**src/rtl/fifo_sync_rd_stream_pkg.sv**
```systemverilog
// Shared types and constants for the FIFO read-side stream adapter.
package fifo_sync_rd_stream_pkg;

   localparam int DATA_WIDTH_DEF = 8;
   localparam int SKID_DEPTH     = 2;

   typedef logic [1:0] occ_t;

   typedef enum logic [1:0] {
      RD_IDLE,
      RD_FILL,
      RD_STALL
   } rd_state_e;

endpackage

```
**src/rtl/fifo_sync_rd_stream_if.sv**
```systemverilog
// FIFO read port plus valid/ready output stream seen by the read adapter.
interface fifo_sync_rd_stream_if
   import fifo_sync_rd_stream_pkg::*;
#(
   parameter int DATA_WIDTH = DATA_WIDTH_DEF
);
   logic                  fifo_empty;
   logic [DATA_WIDTH-1:0] fifo_data;
   logic                  fifo_rd_en;
   logic                  m_valid;
   logic [DATA_WIDTH-1:0] m_data;
   logic                  m_ready;
   logic                  flush;

   modport master (
      input  fifo_empty, fifo_data, m_ready, flush,
      output fifo_rd_en, m_valid, m_data
   );

   modport slave (
      output fifo_empty, fifo_data, m_ready, flush,
      input  fifo_rd_en, m_valid, m_data
   );
endinterface

```
**src/rtl/fifo_sync_rd_stream_skid.sv**
```systemverilog
// Two-entry register buffer holding words returned by the FIFO until the consumer takes them.
module fifo_sync_rd_stream_skid
   import fifo_sync_rd_stream_pkg::*;
#(
   parameter int DATA_WIDTH = DATA_WIDTH_DEF
) (
   input  logic                  clk,
   input  logic                  rst,
   input  logic                  push,
   input  logic [DATA_WIDTH-1:0] push_data,
   input  logic                  pop,
   input  logic                  flush,
   output occ_t                  occ,
   output logic [DATA_WIDTH-1:0] head_data
);

   logic [DATA_WIDTH-1:0] mem_q [SKID_DEPTH];
   logic [DATA_WIDTH-1:0] mem_d [SKID_DEPTH];
   logic                  head_q, head_d;
   logic                  tail_q, tail_d;
   occ_t                  occ_q, occ_d;

   always_comb begin
      mem_d  = mem_q;
      head_d = head_q;
      tail_d = tail_q;
      occ_d  = occ_q;
      if (flush) begin
         head_d = 1'b0;
         tail_d = 1'b0;
         occ_d  = '0;
      end else begin
         if (push) begin
            mem_d[tail_q] = push_data;
            tail_d        = ~tail_q;
         end
         if (pop) begin
            head_d = ~head_q;
         end
         occ_d = occ_q + occ_t'(push) - occ_t'(pop);
      end
   end

   always_ff @(posedge clk or posedge rst) begin
      if (rst) begin
         for (int i = 0; i < SKID_DEPTH; i++) mem_q[i] <= '0;
         head_q <= 1'b0;
         tail_q <= 1'b0;
         occ_q  <= '0;
      end else begin
         mem_q  <= mem_d;
         head_q <= head_d;
         tail_q <= tail_d;
         occ_q  <= occ_d;
      end
   end

   assign occ       = occ_q;
   assign head_data = mem_q[head_q];

   // The credit rule upstream must keep the buffer from ever overfilling.
   a_occ_max: assert property (@(posedge clk) disable iff (rst) occ_q <= occ_t'(SKID_DEPTH));

endmodule

```
**src/rtl/fifo_sync_rd_stream.sv**
```systemverilog
// Read-side adapter turning the synchronous FIFO read port into a valid/ready stream.
// Define FIFO_RD_STATS_EN to add the stat_words / stat_stalls saturating counters.
//
// state    | meaning
// RD_IDLE  | buffer empty, no read in flight
// RD_FILL  | read in flight and/or buffer partly filled (occ < 2)
// RD_STALL | buffer full (occ = 2), no new read until a pop
module fifo_sync_rd_stream
   import fifo_sync_rd_stream_pkg::*;
#(
   parameter int DATA_WIDTH = DATA_WIDTH_DEF
) (
   input  logic                    clk,
   input  logic                    rst,
   fifo_sync_rd_stream_if.master   bus
`ifdef FIFO_RD_STATS_EN
   ,
   output logic [31:0]             stat_words,
   output logic [31:0]             stat_stalls
`endif
);

   occ_t      occ;
   occ_t      occ_nx;
   logic      inflight_q, inflight_d;
   rd_state_e state_q, state_d;
   logic      pop;
   logic      push;
   logic      rd_en;
   logic [2:0] need;

   fifo_sync_rd_stream_skid #(.DATA_WIDTH(DATA_WIDTH)) u_skid (
      .clk       (clk),
      .rst       (rst),
      .push      (push),
      .push_data (bus.fifo_data),
      .pop       (pop),
      .flush     (bus.flush),
      .occ       (occ),
      .head_data (bus.m_data)
   );

   assign bus.m_valid = (occ != '0);
   assign pop         = bus.m_valid && bus.m_ready;
   assign push        = inflight_q;

   // Slots the buffer will hold after this edge if no new read is issued.
   assign need = {1'b0, occ} + {2'b0, inflight_q} - {2'b0, pop};

   always_comb begin
      rd_en = !rst && !bus.fifo_empty && !bus.flush
              && ((state_q != RD_STALL) || pop) && (need < 3'd2);
      inflight_d = rd_en;
      occ_nx     = occ + occ_t'(push) - occ_t'(pop);
      state_d    = RD_IDLE;
      if (!bus.flush) begin
         if (occ_nx == occ_t'(SKID_DEPTH))  state_d = RD_STALL;
         else if (rd_en || occ_nx != '0)    state_d = RD_FILL;
      end
   end

   assign bus.fifo_rd_en = rd_en;

   always_ff @(posedge clk or posedge rst) begin
      if (rst) begin
         inflight_q <= 1'b0;
         state_q    <= RD_IDLE;
      end else begin
         inflight_q <= inflight_d;
         state_q    <= state_d;
      end
   end

`ifdef FIFO_RD_STATS_EN
   logic [31:0] stat_words_q, stat_words_d;
   logic [31:0] stat_stalls_q, stat_stalls_d;

   always_comb begin
      stat_words_d  = stat_words_q;
      stat_stalls_d = stat_stalls_q;
      if (bus.flush) begin
         stat_words_d  = '0;
         stat_stalls_d = '0;
      end else begin
         if (pop && stat_words_q != '1) stat_words_d = stat_words_q + 32'd1;
         if (bus.m_valid && !bus.m_ready && stat_stalls_q != '1)
            stat_stalls_d = stat_stalls_q + 32'd1;
      end
   end

   always_ff @(posedge clk or posedge rst) begin
      if (rst) begin
         stat_words_q  <= '0;
         stat_stalls_q <= '0;
      end else begin
         stat_words_q  <= stat_words_d;
         stat_stalls_q <= stat_stalls_d;
      end
   end

   assign stat_words  = stat_words_q;
   assign stat_stalls = stat_stalls_q;
`endif

endmodule
```
**src/flat_wrapper.sv**
```systemverilog
// flat-port wrapper written by rule: the top's interface ports become plain ports
module fifo_sync_rd_stream_flat import fifo_sync_rd_stream_pkg::*;
#(
   parameter int DATA_WIDTH = DATA_WIDTH_DEF
)
  (clk, rst, bus_fifo_empty, bus_fifo_data, bus_m_ready, bus_flush, bus_fifo_rd_en, bus_m_valid, bus_m_data);
  fifo_sync_rd_stream_if #(.DATA_WIDTH(DATA_WIDTH)) bus_i ();
  input  logic clk;
  input  logic rst;
  input wire logic [$bits(bus_i.fifo_empty)-1:0] bus_fifo_empty;
  input wire logic [$bits(bus_i.fifo_data)-1:0] bus_fifo_data;
  input wire logic [$bits(bus_i.m_ready)-1:0] bus_m_ready;
  input wire logic [$bits(bus_i.flush)-1:0] bus_flush;
  output wire logic [$bits(bus_i.fifo_rd_en)-1:0] bus_fifo_rd_en;
  output wire logic [$bits(bus_i.m_valid)-1:0] bus_m_valid;
  output wire logic [$bits(bus_i.m_data)-1:0] bus_m_data;
  assign bus_i.fifo_empty = bus_fifo_empty;
  assign bus_i.fifo_data = bus_fifo_data;
  assign bus_i.m_ready = bus_m_ready;
  assign bus_i.flush = bus_flush;
  assign bus_fifo_rd_en = bus_i.fifo_rd_en;
  assign bus_m_valid = bus_i.m_valid;
  assign bus_m_data = bus_i.m_data;
  fifo_sync_rd_stream #(.DATA_WIDTH(DATA_WIDTH)) u_core (.clk(clk), .rst(rst), .bus(bus_i));
endmodule
```
**config.mk**
```make
export PLATFORM = sky130hd
export DESIGN_NAME = fifo_sync_rd_stream_flat
export DESIGN_NICKNAME = d
export VERILOG_FILES = /design/src/rtl/fifo_sync_rd_stream_pkg.sv /design/src/rtl/fifo_sync_rd_stream_if.sv /design/src/rtl/fifo_sync_rd_stream_skid.sv /design/src/rtl/fifo_sync_rd_stream.sv /design/src/flat_wrapper.sv
export SDC_FILE = /design/constraint.sdc
export NUM_CORES = 1
export LEC_CHECK = 0
export ABC_AREA = 1
export BUFFER_PORTS_ARGS = -buffer_cell sky130_fd_sc_hd__buf_2
export CORE_MARGIN = 2
export CORE_UTILIZATION = 48
export DETAILED_ROUTE_END_ITERATION = 12
export PLACE_DENSITY = 0.74
export RECOVER_POWER = 25
export SLEW_MARGIN = 20
export SYNTH_ARGS = -nofsm -noshare
export SYNTH_HDL_FRONTEND = slang
export SYNTH_SLANG_ARGS = --single-unit
```
**constraint.sdc**
```tcl
create_clock -name clk -period 2.3 [get_ports clk]
set_input_delay 0.46 -clock clk [delete_from_list [all_inputs] [get_ports clk]]
set_output_delay 0.46 -clock clk [all_outputs]
set_load 0.03 [all_outputs]
```
After elaboration in Yosys (flattened, before gate mapping) --
Index checks and enable logic that the tools add are counted. Widths: inputs -> output; s select.
Cells by class: $add $sub $neg 4, bitwise gates (word level) 5, equal/unequal tests 2, muxes and demuxes 14, $lt $le $gt $ge 4, reduce and logical (&&, ||, !) cells 16
Operator list (number):
- $mux 8 | 4
- $bwmux 16 | 1
- $demux 8 s1 | 1
- $reduce_bool 2->1 | 4
- $logic_and 1x1->1 | 6
- $mux 2 | 3
- $mux 1 | 5
- $ge 2x2->1 const B | 2
- $not 1->2 | 2
- $add 2x1->3 | 1
- $logic_not 1->1 | 3
- $lt 3x2->1 const B | 1
- $not 1->1 | 3
- $sub 3x1->3 | 1
- $add 2x1->2 | 1
- $eq 2x2->1 const B | 1
- $logic_or 1x1->1 | 2
- $lt 2x1->1 const B | 1
- $ne 2x2->1 const B | 1
- $reduce_and 2->1 | 1
- $sub 2x1->2 | 1
Word-level totals: register bits 23, bits of input ports 13, output and inout port bits 10, logic and storage cells 52

Longest topological paths before layout --
depth in word-level cells 9, mapped depth 15, gate-level depth less buffers 15

Hierarchy --
Synthesis repeated with hierarchy kept, for this count alone.
Second synthesis, totals: cell total of the unflattened synthesis 126, area total of the unflattened synthesis 1162.4 µm²
By module, submodules not included:
- fifo_sync_rd_stream_skid | times used 1, cells each 94, seq. area each 500.5 µm², area each 939.7 µm²
- fifo_sync_rd_stream | times used 1, cells each 32, seq. area each 75.1 µm², area each 222.7 µm²

Worst setup path before layout --
OpenSTA, ideal clock, no wires.
kind register -> output, start point reg u_core.u_skid.occ_q[1] (netlist: u_core.u_skid.occ[1]), end point out bus_fifo_rd_en, data required time 1840 ps, path buffers 0, path slack -510 ps, arrival 2350 ps, stages on the path, launching flop included 16, cells stage by stage dfrtp_1 > inv_1 > nand2_1 > nand2_1 > inv_1 > ha_1 > inv_1 > ha_1 > inv_1 > fa_1 > inv_1 > nor2_1 > nand2_1 > nor2_1 > nand2_1 > inv_1
Between the ends: longest elaborated chain between the ends 5, elaborated cells on any way between the ends 8, classes of those cells 2 x add/sub; 1 x order compare; 5 x reduce/logical
Ends and longest elaborated chain:
- start, declared | line fifo_sync_rd_stream_skid.sv:21 | occ_t occ_q, occ_d;
- start signal, assigned | line fifo_sync_rd_stream_skid.sv:49 | occ_q <= '0;
- start signal, assigned | line fifo_sync_rd_stream_skid.sv:54 | occ_q <= occ_d;
- $reduce_bool 2->1 * | line fifo_sync_rd_stream.sv:43 | assign bus.m_valid = (occ != '0);
- net bus_m_valid | line flat_wrapper.sv:15 | output wire logic [$bits(bus_i.m_valid)-1:0] bus_m_valid;
- $logic_and 1x1->1 * | line fifo_sync_rd_stream.sv:44 | assign pop = bus.m_valid && bus.m_ready;
- $sub 3x1->3 or $logic_or 1x1->1 (tied branches) | line fifo_sync_rd_stream.sv:48, fifo_sync_rd_stream.sv:52
- $lt 3x2->1 or $logic_and 1x1->1 (tied branches) | line fifo_sync_rd_stream.sv:52 | && ((state_q != RD_STALL) || pop) && (need < 3'd2);
- $logic_and 1x1->1 * | line fifo_sync_rd_stream.sv:52
- end, declared | line flat_wrapper.sv:14 | output wire logic [$bits(bus_i.fifo_rd_en)-1:0] bus_fifo_rd_en;
Mark *: on every way through the listed nets, which the timed path passes. The rest lies on a longest branch.

Worst setup path after layout --
start point reg u_core.u_skid.occ_q[1] (netlist: u_core.u_skid.occ[1]), end point out bus_fifo_rd_en
Between the ends: longest elaborated chain between the ends 5, elaborated cells on any way between the ends 8, classes of those cells 2 x add/sub; 1 x order compare; 5 x reduce/logical
Ends and longest elaborated chain (line):
- parallel branches: the longest is 4 deep, another holds $add 2x1->3
- $logic_and 1x1->1 * | fifo_sync_rd_stream.sv:52
Every way passes the cells marked *.

==> metrics.txt <==
outcome finished, violations left; violated checks negative setup slack; vias post-DR 892; multiplexer area fraction after synthesis 0%; Clock Latency Late Sink 0.32 ns; CP max stage delay 0.51 ns; Cell variety after synth 16; fin. max-slew vios 0; Total Power 1.62 mW; Reg clk slew, reported paths 0.13 ns; CTS Root Cell clkbuf_4; type of the worst setup path reg2out; Synth Area in Adders 3.93%; syn nets 146; initial DRC count 19; Post-synth EDFFs 0; Multi-input gate area 474 um^2; Avg WL per Cell 10.9 um; crit path max fanout 2; fmax 342 MHz; power per cell area 1180 nW/um^2; H-tree depth 1; relative slew slack 42.8%; dpl hpwl 1460 um; area of the die 2800 um^2; clock sinks 23; FFs w/ async S/R, synth 100%; Tmin final 2.92 ns; CTS hold repair buffers 0; gr ovfl total 0; routed wire length 2060 um; WHS 0.301 ns; max cap viols 0; Post-Synth XOR/XNOR Area 0%; r2r setup slk 0.23 ns; Worst Path Required 1.84 ns; Synth Flop Type dfrtp_1; P_leak 0.812 nW; reg-to-reg critical path endpoint u_core.inflight_q$_DFF_PP0_; final worst slack -0.625 ns; Switch Pwr 0.696 mW; Worst setup SP type register; # setup viols final 1; largest net degree at the start of global routing 24; sequential area share after synthesis 50.2%; Worst VDD drop 0.605 mV; CP max-delay cell fa_1; FF/Latch Area 576 um^2; GPL Wtd Cong 0.783; final count of hold timing violations 0; Worst Path Arrival 2.46 ns; Synth area leaders dfrtp_1, nand2_1, o21ai_2; most numerous cell in the Yosys netlist nand2_1; Seq pwr share 39.4%; Mean Syn Cell Area 8.83 um^2; first-pass GRT wire length 3680 um; area leader, netlist dfrtp_1; Reg-to-Reg Start u_core.u_skid.occ[1]$_DFF_PP0_; deepest clock path buffer count 2; Combinational Power Share 49.0%; Commonest cells post-synth nand2_1, dfrtp_1, inv_1; Pint 0.920 mW; Total Neg Setup Slack -0.625 ns; fillcell total 215; n_diodes 0; port bufs 22; TritonCTS clock tree built; RSZ-0062 raised after global routing yes; Ys Warns 0; Hold Crit Class in2async; I/O pin count 23; Die Width 52.9 um; number of synthesized register bits 23; largest family of logic cells by synthesized area simple AND/OR/NAND/NOR gates; DR pass1 iterations 4; layout cells sized above 1 37.3%; Compound-Gate Fraction of Synth Area 12.2%; CP endpoint kind output port; Synth Area in Simple Gates 23.9%; Mapped Area 1150 um^2; vias in the first global route 860; initial antenna violation count 0; residual DRC count 0; antenna violation net count after detailed routing 0; initial core utilization 51.4%; Sw Share 43.1%; Die Y 52.9 um; Rows 17; clk_skew 0.00605 ns; Inserted Clock Buffers 3; Tot GR Track Use 18.8%; # nets final 178; Cell Chain, Critical Path inv_2, nand2_4, nand2_4, inv_2, ha_1, inv_1, ha_1, inv_1, fa_1, inv_1, nor2_1, nand2_1, nor2_1, nand2_1, inv_2, buf_6; Cells after Synth 130; power share of the clock group 11.6%; Area Growth Syn to Fin 19.5%; Core Box Area 2230 um^2; Synth top area share 50.2%; worst slew pin tran 0.857 ns; FF-to-FF path depth 15; final cycle utilization of the critical path 127%; via-per-instance ratio 4.72
-- cells in the final DEF (no fill, tap or decap), drive strengths merged --
| cell | Yosys | final |
|---|---|---|
| dfrtp | 23 | 23 |
| o21ai | 16 | 16 |
| nand3b | 1 | 1 |
| clkbuf | 0 | 3 |
| ha | 2 | 2 |
| nor3 | 1 | 1 |
| fa | 1 | 1 |
| nand3 | 4 | 4 |
| nor2 | 5 | 5 |
| nand2 | 52 | 52 |
| inv | 21 | 21 |
| clkinv | 1 | 2 |
| buf | 3 | 30 |
-- cell type report --
cell class | instances | share of cell area (%)
flip-flops and latches | 23 | 42.0
clock buffers | 3 | 1.64
inverters | 22 | 6.02
repair buffers | 30 | 12.9
multi-input cells | 82 | 34.6
well taps | 28 | 2.55
clock inverters | 1 | 0.365
-- how the worst max path moves through the flow --
| stage | from | to |
|---|---|---|
| floorplan | u_core.u_skid.occ[1]$_DFF_PP0_ | bus_fifo_rd_en |
| global placement | bus_m_ready | bus_fifo_rd_en |
| detailed placement | bus_m_ready | bus_fifo_rd_en |
| CTS | u_core.u_skid.occ[1]$_DFF_PP0_ | bus_fifo_rd_en |
| global route | u_core.u_skid.occ[0]$_DFF_PP0_ | bus_fifo_rd_en |
| finish | u_core.u_skid.occ[1]$_DFF_PP0_ | bus_fifo_rd_en |
-- layer usage --
| layer | track usage, % | part of all wire [%] | vias to the layer above | wire length, um |
|---|---|---|---|---|
| met3 | 3.67 | 3.7 | 5 | 76 |
| met5 | 0 | 0 | - | 0 |
| met4 | 8.97 | 2.1 | 0 | 43 |
| met2 | 28.7 | 48 | 17 | 981 |
| met1 | 25.5 | 47 | 417 | 960 |
| li1 | - | - | 453 | - |
-- state kept, by name (all words and copies together) (netlist names) --
| register | count |
|---|---|
| u_core.state_q | 2 |
| u_core.u_skid.mem_q | 16 |
| u_core.u_skid.tail_q | 1 |
| u_core.inflight_q | 1 |
| u_core.u_skid.occ | 2 |
| u_core.u_skid.head_q | 1 |
-- stage by stage --
| stage | area (um^2) | std cells | setup slack [ns] | utilization (%) |
|---|---|---|---|---|
| after detailed placement | 1320 | 183 | -0.402 | 59.0 |
| after global placement | 1320 | 183 | -0.367 | 59.0 |
| after floorplan | 1160 | 130 | -0.263 | - |
| after CTS | 1360 | 188 | -0.652 | 60.8 |
| after global routing | 1370 | 189 | -0.787 | 61.4 |
| final | 1370 | 189 | -0.625 | 61.4 |
-- logic make-up (layout without fill, tap and decap cells) --
kind of cell,after synthesis,count (layout)
adder cells (fa/ha/maj),3,3
flip-flops,23,23
buffers and inverters,25,56
AND/OR/NAND/NOR,63,63
AO/OA/AOI/OAI,16,16
-- timing repair --
| action | in CTS | in global routing |
|---|---|---|
| gates cloned | 0 | 0 |
| gates resized for setup | 4 | 1 |
| setup endpoints to repair | 1 | 1 |
| setup buffers | 1 | 1 |
| pin swaps | 0 | 0 |
-- power groups by stage --
stage                     combinational, mW  clock (mW)  sequential [mW]
final                                 0.792       0.188            0.637
after global routing                  0.897       0.206            0.658
after CTS                             0.788       0.196            0.636
after detailed placement              0.765           0            0.644
after global placement                0.747           0            0.638
after floorplan                       0.573           0            0.620
-- critical path, delay by kind of cell (launching register included) --
family                     cells  cell delay, ns
DFF                            1            0.42
adders and majority gates      3            0.90
and+or+nand+nor                6            0.39
buffers and inverters          7            0.44
Note: power is estimated with default switching activity, not from simulation.
